### src/rtl/serial_adder.sv
// serial_adder: bit-serial ripple adder. Adds two WIDTH-bit operands plus a
// carry-in one bit per clock through a single full-adder cell and a carry
// flip-flop, framed by a start/busy/done handshake.
//
// Ports:
//   clk   - rising-edge clock
//   rst   - synchronous active-high reset
//   start - operation request, sampled only in IDLE
//   a, b  - WIDTH-bit operands, captured on an accepted start
//   cin   - carry-in, captured on an accepted start
//   busy  - high while bits are being processed
//   done  - one-cycle pulse when sum/cout are valid
//   sum   - WIDTH-bit result, held until the next accepted start
//   cout  - final carry, held with sum
module serial_adder #(
  parameter int unsigned WIDTH = 8
) (
  input  logic             clk,
  input  logic             rst,
  input  logic             start,
  input  logic [WIDTH-1:0] a,
  input  logic [WIDTH-1:0] b,
  input  logic             cin,
  output logic             busy,
  output logic             done,
  output logic [WIDTH-1:0] sum,
  output logic             cout
);

  localparam int unsigned CW = (WIDTH > 1) ? $clog2(WIDTH) : 1;

  typedef enum logic [1:0] {
    IDLE = 2'd0,
    RUN  = 2'd1,
    DONE = 2'd2
  } state_t;

  state_t           state;
  logic [WIDTH-1:0] op_a;
  logic [WIDTH-1:0] op_b;
  logic             carry;
  logic [CW-1:0]    count;

  // Single full-adder cell working on the current LSBs.
  logic bit_s;
  logic bit_c;
  assign bit_s = op_a[0] ^ op_b[0] ^ carry;
  assign bit_c = (op_a[0] & op_b[0]) | (op_a[0] & carry) | (op_b[0] & carry);

  // Control FSM and datapath registers.
  always_ff @(posedge clk) begin
    if (rst) begin
      state <= IDLE;
      op_a  <= '0;
      op_b  <= '0;
      carry <= 1'b0;
      count <= '0;
      busy  <= 1'b0;
      done  <= 1'b0;
      sum   <= '0;
      cout  <= 1'b0;
    end else begin
      case (state)
        IDLE: begin
          done <= 1'b0;
          if (start) begin
            op_a  <= a;
            op_b  <= b;
            carry <= cin;
            count <= '0;
            busy  <= 1'b1;
            state <= RUN;
          end
        end

        RUN: begin
          op_a  <= {1'b0, op_a[WIDTH-1:1]};
          op_b  <= {1'b0, op_b[WIDTH-1:1]};
          carry <= bit_c;
          // Result is assembled LSB-first, so each new bit enters at the MSB.
          sum   <= {bit_s, sum[WIDTH-1:1]};
          count <= count + CW'(1);
          if (count == CW'(WIDTH - 1)) begin
            cout  <= bit_c;
            busy  <= 1'b0;
            done  <= 1'b1;
            state <= DONE;
          end
        end

        DONE: begin
          done  <= 1'b0;
          state <= IDLE;
        end

        default: begin
          busy  <= 1'b0;
          done  <= 1'b0;
          state <= IDLE;
        end
      endcase
    end
  end

endmodule
### config.mk
export PLATFORM = sky130hd
export DESIGN_NAME = serial_adder
export DESIGN_NICKNAME = d
export VERILOG_FILES = /design/src/rtl/serial_adder.sv
export SDC_FILE = /design/constraint.sdc
export NUM_CORES = 1
export LEC_CHECK = 0
export BUFFER_PORTS_ARGS = -buffer_cell sky130_fd_sc_hd__buf_2
export CORE_UTILIZATION = 29
export CTS_CLUSTER_SIZE = 25
export DETAILED_ROUTE_END_ITERATION = 6
export GPL_TIMING_DRIVEN = 0
export HOLD_SLACK_MARGIN = 0.1
export PLACE_DENSITY = 0.46
export SLEW_MARGIN = 20
export SYNTH_ARGS = -nofsm -noshare
export SYNTH_HDL_FRONTEND = slang
export SYNTH_SLANG_ARGS = --single-unit
### constraint.sdc
create_clock -name clk -period 1.2 [get_ports clk]
set_clock_uncertainty 0.15 [all_clocks]
set_input_delay 0.18 -clock clk [delete_from_list [all_inputs] [get_ports clk]]
set_output_delay 0.18 -clock clk [all_outputs]
set_load 0.05 [all_outputs]
# Word-level counts from Yosys, hierarchy flattened
# Index checks and enable logic that the tools add are counted.
dict set report word_totals {
  out_inout_bits 11
  word_cells 45
  in_bits 20
  reg_bits 33
}
dict set report op_classes {
  addsub 1
  muxes 14
  bitwise_logic 9
  eq_ne 5
  n_reduce_logical 7
}
# cell n
set ops {}
lappend ops {{$pmux W8 S2} 2}
lappend ops {{$mux W8} 2}
lappend ops {{$pmux W3 S2} 1}
lappend ops {{$reduce_and A2 Y1} 3}
lappend ops {{$mux W2} 2}
lappend ops {{$ne A2 B2 Y1 const B} 2}
lappend ops {{$pmux W2 S2} 1}
lappend ops {{$add A3 B1 Y3 const B} 1}
lappend ops {{$and A1 B1 Y1} 3}
lappend ops {{$eq A3 B3 Y1 const B} 1}
lappend ops {{$mux W1} 3}
lappend ops {{$mux W3} 1}
lappend ops {{$pmux W1 S3} 1}
lappend ops {{$reduce_and A3 Y1} 1}
lappend ops {{$eq A2 B1 Y1 const B} 1}
lappend ops {{$eq A2 B2 Y1 const B} 1}
lappend ops {{$logic_not A2 Y1} 1}
lappend ops {{$not A1 Y1} 2}
lappend ops {{$or A1 B1 Y1} 2}
lappend ops {{$pmux W1 S2} 1}
lappend ops {{$reduce_bool A2 Y1} 1}
lappend ops {{$reduce_or A2 Y1} 1}
lappend ops {{$xor A1 B1 Y1} 2}

# Logic depth before layout (Yosys ltp)
# Gate-level depths: netlist (run 1).
dict set report logic_depth {
  word_depth 4
  depth_mapped 5
}

# Worst setup path before layout (run 1)
# OpenSTA, ideal clock, no wires.
dict set report synth_path {
  kind {reg-to-reg}
  startpoint {reg state[1]}
  endpoint {reg carry}
  t_arrival_ns 1.021
  path_slack_ns -0.059
  path_buffers 2
  path_stages_with_launch 6
  synth_period_minus_slack_ns 1.259
  required_ns 0.962
  path_cell_list {dfxtp_1 > nand2b_1 > buf_4 > buf_8 > nand2_1 > a311oi_2}
}
dict set report synth_between {
  elab_chain_cells 3
}
# element line
set synth_lines {}
lappend synth_lines {{start, declared} 38} ;# state_t state;
lappend synth_lines {{start signal, assigned} 53} ;# state <= IDLE;
lappend synth_lines {{start signal, assigned} 72} ;# state <= RUN;
lappend synth_lines {{start signal, assigned} 87} ;# state <= DONE;
lappend synth_lines {{$eq A2 B1 Y1 / $logic_not A2 Y1 (equally long branches)} 63} ;# case (state)
lappend synth_lines {{$reduce_bool A2 Y1 (no source line) / $ne A2 B2 Y1 (equally long branches)} -}
lappend synth_lines {{$reduce_and A2 Y1 (no source line)} -}
lappend synth_lines {{end signal, assigned} 69} ;# carry <= cin;
lappend synth_lines {{end signal, assigned} 79} ;# carry <= bit_c;
lappend synth_lines {{end, declared} 41} ;# logic carry;
# Several ways; a longest one is shown, not always the timed one.
# A chain may end at the register's enable or synchronous reset.

# Worst setup path after layout (run 1)
dict set report layout_path {
  startpoint {reg state[1]}
  endpoint {reg op_a[1]}
}
dict set report layout_between {
  elab_chain_cells 3
}
# element line
set layout_lines {}
lappend layout_lines {{$eq A2 B1 Y1 / $logic_not A2 Y1 (equally long branches)} 63}
lappend layout_lines {{$reduce_bool A2 Y1 (no source line) / $ne A2 B2 Y1 (equally long branches)} -}
lappend layout_lines {{$reduce_and A2 Y1 (no source line)} -}
lappend layout_lines {{end signal, assigned} 77} ;# op_a <= {1'b0, op_a[WIDTH-1:1]};
lappend layout_lines {{end, declared} 39} ;# logic [WIDTH-1:0] op_a;
# Several ways; a longest one is shown, not always the timed one.

==> impl_results.md, run 1 <==
* Status: finished, violations left
* Violated checks: negative setup slack
* Static leakage at 0.9302 nW
* Worst hold path type: in2reg
* Total Nets Final at 257
* Worst VDD drop at 0.0003824 V
* Pin count of the biggest net entering global routing at 11
* Residual DRC at 0
* Yosys top cell area share at 0.4552
* # port buffers at 29
* Area growth syn-to-layout at 65.52%
* Commonest cells after routing, fill and taps aside: nand2_1 (34), dfxtp_1 (23), buf_6 (19)
* Row Count at 25
* Post-layout instance area at 0.002402 mm²
* Most common cell after layout, fill and taps aside: nand2_1
* Number of diodes at 0
* Gate power share at 0.201
* Reg area at 678.2 µm²
* Yosys cell types at 22
* Tcrit/Tclk final at 1.108
* P_int at 0.001822 W
* Overflow after GRT at 0
* Vias in the first global route at 1351
* Setup ws final at -0.1295 ns
* Die W at 72.75 µm
* Finish-stage setup viols at 29
* Post-layout util at 0.5053
* Clock Sinks at 33
* Ys Warns at 0
* Total Die Area at 0.005292 mm²
* Gr usage total at 0.1559
* H-tree Lvls at 2
* Post-CTS Hold Fix Bufs at 18
* Max_cap viols at 0
* First-pass DRT Iterations at 4
* Via-per-instance ratio at 4.629
* Buffer depth of the longest clock path at 2
* Detailed Route Iter0 Violations at 94
* Final hold violation count at 0
* Global-route wire length before repair at 6141 µm
* Core Region at 0.004755 mm²
* Via count of the routed design at 1398
* Post-Syn Instances at 166
* Worst setup SP type: flip-flop
* Crit Path Max Fanout at 7
* Seq pwr share at 0.481
* CTS Buf Count at 5
* Psw at 0.0006656 W
* DR WL/cell at 12.53 µm
* Dpl cells at 262
* Synth top area cells: dfxtp_1 (46%), nand2_1 (12%), a311oi_2 (11%)
* Avg Cell Area, Syn at 8.743 µm²
* Clk pwr share at 0.318
* Slew @ Worst Pin at 0.7314 ns
* FF+latch count, synth at 33
* WHS at 0.05604 ns
* Max Clock Freq at 752.1 MHz
* RSZ-0062 raised after global routing: yes
* Clock transition at the registers of the reported paths at 0.07 ns
* WS Path Type: reg2reg
* Layout cell share with drive strength beyond 1 at 0.4936
* Clock latency on the worst-skew pair at 0.28 ns
* CP endpoint kind: flip-flop
* DP HPWL at 2301 µm
* Initial core utilization at 0.3053
* WP data required at 1.24 ns
* Post-DP Area at 0.001683 mm²
* Crit path DAT at 1.37 ns
* Switching share of power at 0.2676
* Post-Synthesis Net Count at 189
* Post-synth top area cell: dfxtp_1
* Io pins at 31
* WL final at 3783 µm
* Setup TNS at -1.868 ns
* Initial antenna violation count at 0
* Antenna viol nets, final at 0
* Period minus WS final at 1.330 ns
* Routability cong. at 0.7163
* Max-slew violations at 0
* Filler instances at 491
* Area occupied by multi-input gates at 824.5 µm²
* Register area share after synthesis at 0.4552
* Final Non-Filler Cells at 302
* PD cells at 1035 mW/mm²
* CTS tree: built
* Rel. slew slack at 0.5124
* CTS root buf: clkbuf_8
* DIE HEIGHT at 72.75 µm
* Mapped cell area at 0.001451 mm²
[registers in the layout, summed over array words and instances (netlist names)]
register and cells:
cout 1, carry 1, op_a 8, op_b 8, count 3, busy 1
done 1, sum 8, state 2
[critical path, stage by stage, from the launching register on]
cell and delay [ns]:
dfxtp_4 0.37, nand2b_1 0.12, buf_6 0.17, clkbuf_16 0.16, nor2_1 0.04, a311oi_2 0.23
[stage by stage]
stage                     setup slack [ns]  total power [W]
final                              -0.1295         0.002487
after floorplan                   -0.01462         0.001445
after global placement             -0.1840         0.001532
after global routing               -0.1805         0.002624
after CTS                          -0.1107         0.002486
after detailed placement           -0.1869         0.001537
[cells in the mapped netlist]
master	number
nand2_1	48
dfxtp_1	33
nor2_1	18
a21oi_1	14
a311oi_2	11
a311oi_1	4
buf_4	4
clkbuf_1	4
nand3_1	4
o21ai_0	4
buf_6	3
nand2b_1	3
nor3_1	3
buf_2	2
ha_1	2
nand3b_1	2
nor2b_1	2
a2bb2oi_1	1
buf_8	1
fa_1	1
inv_1	1
mux2i_1	1
[kinds of logic (layout without fill, tap and decap cells)]
family          count (synthesis)  in the layout  synth area share
flops                          33             33            0.4552
buf+inv                        15             84           0.07413
mux                             1              1          0.006897
simple gates                   80             80            0.2267
compound gates                 34             34            0.2060
fa+ha+maj                       3              3           0.03103
[area by class of cell]
cell class | instances | share of cell area
well taps | 67 | 0.03490
repair buffers | 62 | 0.2495
clock buffers | 6 | 0.03021
plain buffers | 13 | 0.05312
inverters | 1 | 0.002604
multi-input cells | 118 | 0.3432
flip-flops and latches | 33 | 0.2823
clock inverters | 2 | 0.004167
[power by group through the flow]
stage | combinational [W] | clock, W | sequential [W]
after floorplan | 0.000213 | 0 | 0.00123
after CTS | 0.000445 | 0.000847 | 0.00119
final | 0.000500 | 0.000791 | 0.00120
after global placement | 0.000319 | 0 | 0.00121
after detailed placement | 0.000322 | 0 | 0.00122
after global routing | 0.000546 | 0.000876 | 0.00120
[path summary, 6_finish.rpt]
kind                     endpoint  slack, ns                   from  cells past startpoint
min          op_b[1]$_SDFFE_PP0P_       0.06                    rst                      2
max          op_a[1]$_SDFFE_PP0P_      -0.13  state[1]$_SDFFE_PP0P_                      5
min reg2reg   sum[3]$_SDFFE_PP0N_       0.32    sum[3]$_SDFFE_PP0N_                      2
max reg2reg  op_a[1]$_SDFFE_PP0P_      -0.13  state[1]$_SDFFE_PP0P_                      5
[repair_timing]
action | 4_1_cts | 5_1_grt
setup buffers | 9 | 1
cloned | 2 | 3
resized for setup | 50 | 37
endpoints found under the setup margin | 44 | 41
hold endpoints to repair | 18 | 2
pin swaps | 15 | 13
[per-layer routing]
| layer | global-route usage | up-vias | part of all wire |
|---|---|---|---|
| met3 | 0.05110 | 9 | 0.033 |
| met2 | 0.2555 | 26 | 0.50 |
| met1 | 0.1798 | 662 | 0.45 |
| li1 | - | 701 | - |
| met4 | 0.08497 | 0 | 0.020 |
| met5 | 0 | - | 0 |
Note: power is estimated with default switching activity, not from simulation.
==> run 2: changes to the inputs <==
Settings changed: BUFFER_PORTS_ARGS -buffer_cell sky130_fd_sc_hd__buf_2 to unset, DONT_BUFFER_PORTS set to 1, PLACE_DENSITY 0.46 to unset.
==> run 2 against run 1 <==
Compared with the run above: the flow still finishes with violations (negative setup slack); fmax increased by 3.4%; global-route usage about the same; die area is the same; worst setup slack improved by 0.044 ns; first-iteration DRC count down 40%; design area is 7.3% lower; sequential power barely moved; sequential share of layout area grew 2.6 points; critical path type unchanged; highest routed layer unchanged.
==> impl_results.md, run 2 (synthesized netlist as in run 1, its figures left out) <==
* Filler instances at 477 (-2.9%)
* Initial core utilization at 0.3053 (unchanged)
* Core Region at 0.004755 mm² (unchanged)
* Most common cell after layout, fill and taps aside: nand2_1
* Via count of the routed design at 1284 (-8.2%)
* Max-slew violations at 0 (unchanged)
* CTS tree: built
* Worst VDD drop at 0.0007296 V (+91%)
* RSZ-0062 raised after global routing: yes
* R2R depth at 5 (unchanged)
* WL final at 3832 µm (+1.3%)
* Hold wc startpoint: rst
* Residual DRC at 0 (unchanged)
* # port buffers at 0 (-100%)
* Max Clock Freq at 778.0 MHz (+3.4%)
* CP endpoint kind: flip-flop
* Static leakage at 0.8062 nW (-13%)
* Layout cell share with drive strength beyond 1 at 0.4471 (-0.04650)
* Setup TNS at -1.003 ns (+0.8652 ns)
* WP data required at 1.25 ns (about the same)
* Clock transition at the registers of the reported paths at 0.07 ns (about the same)
* Max_cap viols at 0 (unchanged)
* Period minus WS final at 1.285 ns (-0.04415 ns)
* WS Path Type: reg2reg
* Detailed Route Iter0 Violations at 56 (-40%)
* Buffer depth of the longest clock path at 2 (unchanged)
* CTS root buf: clkbuf_8
* CP Buf/Inv Count at 2 (unchanged)
* Worst slack after detailed placement at -0.1868 ns (+0.0001340 ns)
* Gr usage total at 0.1561 (+0.0002287)
* Final hold violation count at 0 (unchanged)
* Finish-stage setup viols at 24 (-17%)
* Slew @ Worst Pin at 0.6865 ns (-0.04493 ns)
* CP max-delay cell: dfxtp_4
* Antenna viol nets, final at 0 (unchanged)
* Overflow after GRT at 0 (unchanged)
* Tcrit/Tclk final at 1.071 (-0.03679)
* Total Die Area at 0.005292 mm² (unchanged)
* Reg-to-Reg Start: state[1]$_SDFFE_PP0P_
* CP Cell Sequence: nand2b_4 -> buf_6 -> buf_6 -> nor2_1 -> a311oi_2
* Largest stage delay, worst path at 0.37 ns (about the same)
* Clock Sinks at 33 (unchanged)
* Min-Delay Path Depth at 2 (unchanged)
* DIE HEIGHT at 72.75 µm (unchanged)
* WHS Endpoint: op_b[0]$_SDFFE_PP0P_
* Die W at 72.75 µm (unchanged)
* Clock latency on the worst-skew pair at 0.29 ns (about the same)
* Biggest regs: op_a (8), op_b (8), sum (8)
* Violated checks: negative setup slack
* Total Nets Final at 230 (-11%)
* Via-per-instance ratio at 4.669 (+0.86%)
* Setup slack, reg-to-reg at -0.09 ns (+0.04 ns)
* Worst hold path type: in2reg
* Global-route wire length before repair at 6113 µm (-0.46%)
* Top delay family on crit path: flip-flops
* Reg-to-reg endpoint: op_a[0]$_SDFFE_PP0P_
* Number of diodes at 0 (unchanged)
* Crit path DAT at 1.34 ns (-0.03 ns)
* Setup ws final at -0.08539 ns (+0.04415 ns)
* H-tree Lvls at 2 (unchanged)
* Crit Path Max Fanout at 6 (-1)
* Io pins at 31 (unchanged)
* Worst setup SP type: flip-flop
* First-pass DRT Iterations at 4 (unchanged)
* Row Count at 25 (unchanged)
* Area growth syn-to-layout at 53.36%
* Rel. slew slack at 0.5424 (+0.02995)
* Initial antenna violation count at 0 (unchanged)
* Routability cong. at 0.7467 (+4.2%)
* CTS Buf Count at 5 (unchanged)
* Status: finished, violations left
* Vias in the first global route at 1287 (-4.7%)
* Cell mode on critical path: buf_6
* PD cells at 1240 mW/mm² (+20%)
* Commonest cells after routing, fill and taps aside: nand2_1 (40), dlygate4sd3_1 (18), dfxtp_1 (17)
* Pin count of the biggest net entering global routing at 11 (unchanged)
* DR WL/cell at 13.93 µm (+11%)
* DP HPWL at 2211 µm (-3.9%)
[run 2: repair_timing]
| item | in CTS | in global routing |
|---|---|---|
| pin swaps | 8 | 11 |
| setup endpoints to repair | 44 | 32 |
| endpoints found under the hold margin | 18 | 0 |
| buffers inserted | 7 | 3 |
| hold buffers | 18 | 0 |
| gates resized for setup | 58 | 18 |
| cloned | 6 | 1 |
[run 2: per-layer routing]
metal  vias to the layer above  wire (µm)  global-route usage
met5                         -          0                   0
met4                         0         59             0.07843
met3                         5        196             0.04834
met2                        29       1747              0.2357
met1                       603       1828              0.2012
li1                        647          -                   -
[run 2: through the flow]
stage	total power (W)	utilization	instances	cell area (µm²)	hold WS, ns
3_3_place_gp	0.001497	0.3234	233	1538	0.1971
3_5_place_dp	0.001501	0.3234	233	1538	0.1992
5_1_grt	0.002876	0.4682	275	2226	0.1005
4_1_cts	0.002749	0.4463	272	2122	0.07688
6_report	0.002761	0.4682	275	2226	0.1013
2_1_floorplan	0.001445	-	166	1454	0.1898
[run 2: final cells by class]
cell class	count	area, µm²	area share
Timing Repair Buffer	35	380.4	0.1709
Multi-Input combinational cell	118	835.8	0.3755
Tap cell	67	83.83	0.03766
Inverter	1	3.754	0.001686
Clock inverter	1	30.03	0.01349
Clock buffer	7	86.33	0.03879
Sequential cell	33	685.7	0.3080
Buffer	13	120.1	0.05396
[run 2: where the power goes]
group	switching (W)	internal, W	total (W)
logic	0.000200	0.000235	0.000435
registers	0.0000745	0.00115	0.00123
clock network	0.000420	0.000677	0.00110
[run 2: worst max path at each step]
stage                                     start                    to  slack (ns)  depth (start not counted)
after CTS                 state[1]$_SDFFE_PP0P_    carry$_SDFFE_PP0P_       -0.09                          5
final                     state[1]$_SDFFE_PP0P_  op_a[0]$_SDFFE_PP0P_       -0.09                          5
after floorplan           state[1]$_SDFFE_PP0P_    carry$_SDFFE_PP0P_       -0.01                          5
after global routing      state[1]$_SDFFE_PP0P_    carry$_SDFFE_PP0P_       -0.14                          5
after detailed placement  state[1]$_SDFFE_PP0P_  op_a[5]$_SDFFE_PP0P_       -0.19                          4
after global placement    state[1]$_SDFFE_PP0P_  op_a[5]$_SDFFE_PP0P_       -0.17                          4
==> run 3: changes to the inputs <==
Settings changed: PLACE_DENSITY set to 0.48.
==> run 3 against run 2 <==
Compared with the run above: the flow still finishes with violations (negative setup slack); die area did not move; largest cell class unchanged; flip-flop and latch count unchanged; register-to-register slack hardly changed; clock power about the same; core utilization decreased by 0.55 points; design area is 1.2% lower; routed wire length increased by 2.3%; cell count shrank 1.1%; worst hold slack got worse by 0.036 ns; non-clock buffer count decreased by 3.
==> impl_results.md, run 3 (synthesized netlist as in run 1, its figures left out) <==
* CP endpoint kind: flip-flop
* Via-per-instance ratio at 4.956 (+6.1%)
* Buffer depth of the longest clock path at 2 (unchanged)
* Max_cap viols at 0 (unchanged)
* Area occupied by multi-input gates at 827.0 µm² (-1.0%)
* WHS at 0.06508 ns (-0.03617 ns)
* Global-route wire length before repair at 6127 µm (+0.23%)
* Hold wc startpoint: start
* Row Count at 25 (unchanged)
* Max Clock Freq at 775.1 MHz (-0.37%)
* CTS root buf: clkbuf_8
* Reg area at 685.7 µm² (unchanged)
* Gr usage total at 0.1563 (+0.0001741)
* Antenna viol nets, final at 0 (unchanged)
* Via count of the routed design at 1348 (+5.0%)
* Initial core utilization at 0.3053 (unchanged)
* Io pins at 31 (unchanged)
* Worst hold path type: in2reg
* CTS tree: built
* Routability cong. at 0.7228 (-3.2%)
* Post-layout instance area at 0.002200 mm² (-1.2%)
* Core Region at 0.004755 mm² (unchanged)
* Clock latency on the worst-skew pair at 0.29 ns (about the same)
* Clock transition at the registers of the reported paths at 0.07 ns (about the same)
* Tcrit/Tclk final at 1.075 (+0.003937)
* Crit Path Max Fanout at 7 (+1)
* PD cells at 1247 mW/mm² (+0.53%)
* Worst slack after detailed placement at -0.2055 ns (-0.01872 ns)
* Residual DRC at 0 (unchanged)
* Post-DP Area at 0.001538 mm² (unchanged)
* CP Cell Sequence: nor2b_1 -> buf_4 -> buf_12 -> nand2_2 -> a311oi_2
* Number of diodes at 0 (unchanged)
* Final hold violation count at 0 (unchanged)
* Finish-stage setup viols at 30 (+25%)
* # port buffers at 0 (unchanged)
* Worst setup SP type: flip-flop
* Commonest cells after routing, fill and taps aside: nand2_1 (36), dlygate4sd3_1 (19), dfxtp_1 (17)
* Period minus WS final at 1.290 ns (+0.004724 ns)
* DIE HEIGHT at 72.75 µm (unchanged)
* CP max-delay cell: dfxtp_4
* Total Nets Final at 227 (-1.3%)
* Filler instances at 470 (-1.5%)
* Worst VDD drop at 0.0007120 V (-2.4%)
* Max-slew violations at 0 (unchanged)
* CTS Buf Count at 5 (unchanged)
* WS Path Type: reg2reg
* Setup TNS at -1.475 ns (-0.4726 ns)
* Status: finished, violations left
* RSZ-0062 raised after global routing: yes
* Initial antenna violation count at 0 (unchanged)
* Crit path from: state[1]$_SDFFE_PP0P_
* Post-layout util at 0.4626 (-0.005526)
* Clock Sinks at 33 (unchanged)
* Detailed Route Iter0 Violations at 77 (+38%)
* Vias in the first global route at 1334 (+3.7%)
* Slew @ Worst Pin at 0.6667 ns (-0.01972 ns)
* Static leakage at 0.7937 nW (-1.5%)
* Area growth syn-to-layout at 51.55%
* DR WL/cell at 14.42 µm (+3.5%)
* WL final at 3921 µm (+2.3%)
* DP HPWL at 2312 µm (+4.6%)
* Crit path DAT at 1.34 ns (about the same)
* Pin count of the biggest net entering global routing at 11 (unchanged)
* Largest stage delay, worst path at 0.36 ns (about the same)
* Reg-to-Reg Start: state[1]$_SDFFE_PP0P_
* Violated checks: negative setup slack
* WP data required at 1.24 ns (about the same)
* H-tree Lvls at 2 (unchanged)
* Rel. slew slack at 0.5555 (+0.01314)
* Layout cell share with drive strength beyond 1 at 0.4341 (-0.01297)
* First-pass DRT Iterations at 4 (unchanged)
* Overflow after GRT at 0 (unchanged)
* Total Die Area at 0.005292 mm² (unchanged)
* Most common cell after layout, fill and taps aside: nand2_1
* Setup ws final at -0.09012 ns (-0.004724 ns)
* Biggest regs: op_a (8), op_b (8), sum (8)
* Die W at 72.75 µm (unchanged)
==> run 3: cell types whose count changed in the layout (fill, tap and decap cells not counted), sizes merged <==
cell,previous run,this run
dlygate4sd3,18,19
clkbuf,12,13
buf,25,20
==> run 3: layer usage <==
layer,global-route usage,vias up,share of wire
met2,0.2596,32,0.50
li1,-,643,-
met1,0.1800,668,0.43
met4,0.07190,0,0.016
met5,0,-,0
met3,0.05525,5,0.044
==> run 3: per-stage QoR <==
step	power [W]	cells
after floorplan	0.001445	166
after global placement	0.001492	233
after detailed placement	0.001502	233
after CTS	0.002713	269
after global routing	0.002869	272
final	0.002743	272
==> run 3: timing repair <==
action                                  4_1_cts  5_1_grt
resized for setup                            45       23
hold buffers                                 17        2
endpoints found under the hold margin        18        3
setup buffers                                 9        1
cloned                                        2        2
pin swaps                                    11       17
endpoints found under the setup margin       44       33
==> run 3: layout make-up <==
cell class                 instances  area share
clock inverter                     1     0.01365
timing repair buffer              33      0.1684
buffer                            12     0.05119
clock buffer                       7     0.03925
tap                               67     0.03811
inverter                           1    0.001706
multi-input combinational        118      0.3760
sequential                        33      0.3117
==> run 3: critical path: cells and delay by family (launching register included) <==
kind | cells | cell delay [ns]
simple gates | 2 | 0.17
compound gates | 1 | 0.24
buf+inv | 2 | 0.28
flops | 1 | 0.36
==> run 3: path summary, 6_finish.rpt <==
path	end	slack [ns]	depth (start not counted)
setup / recovery	op_b[2]$_SDFFE_PP0P_	-0.09	5
hold / removal	op_a[0]$_SDFFE_PP0P_	0.07	3
setup reg to reg	op_b[2]$_SDFFE_PP0P_	-0.09	5
hold reg to reg	op_b[3]$_SDFFE_PP0P_	0.34	2
==> run 3: power breakdown <==
group	switching [W]	total (W)	internal, W
registers	0.0000712	0.00123	0.00115
clock network	0.000414	0.00109	0.000677
logic	0.000200	0.000427	0.000227
total	0.000685	0.00274	0.00206
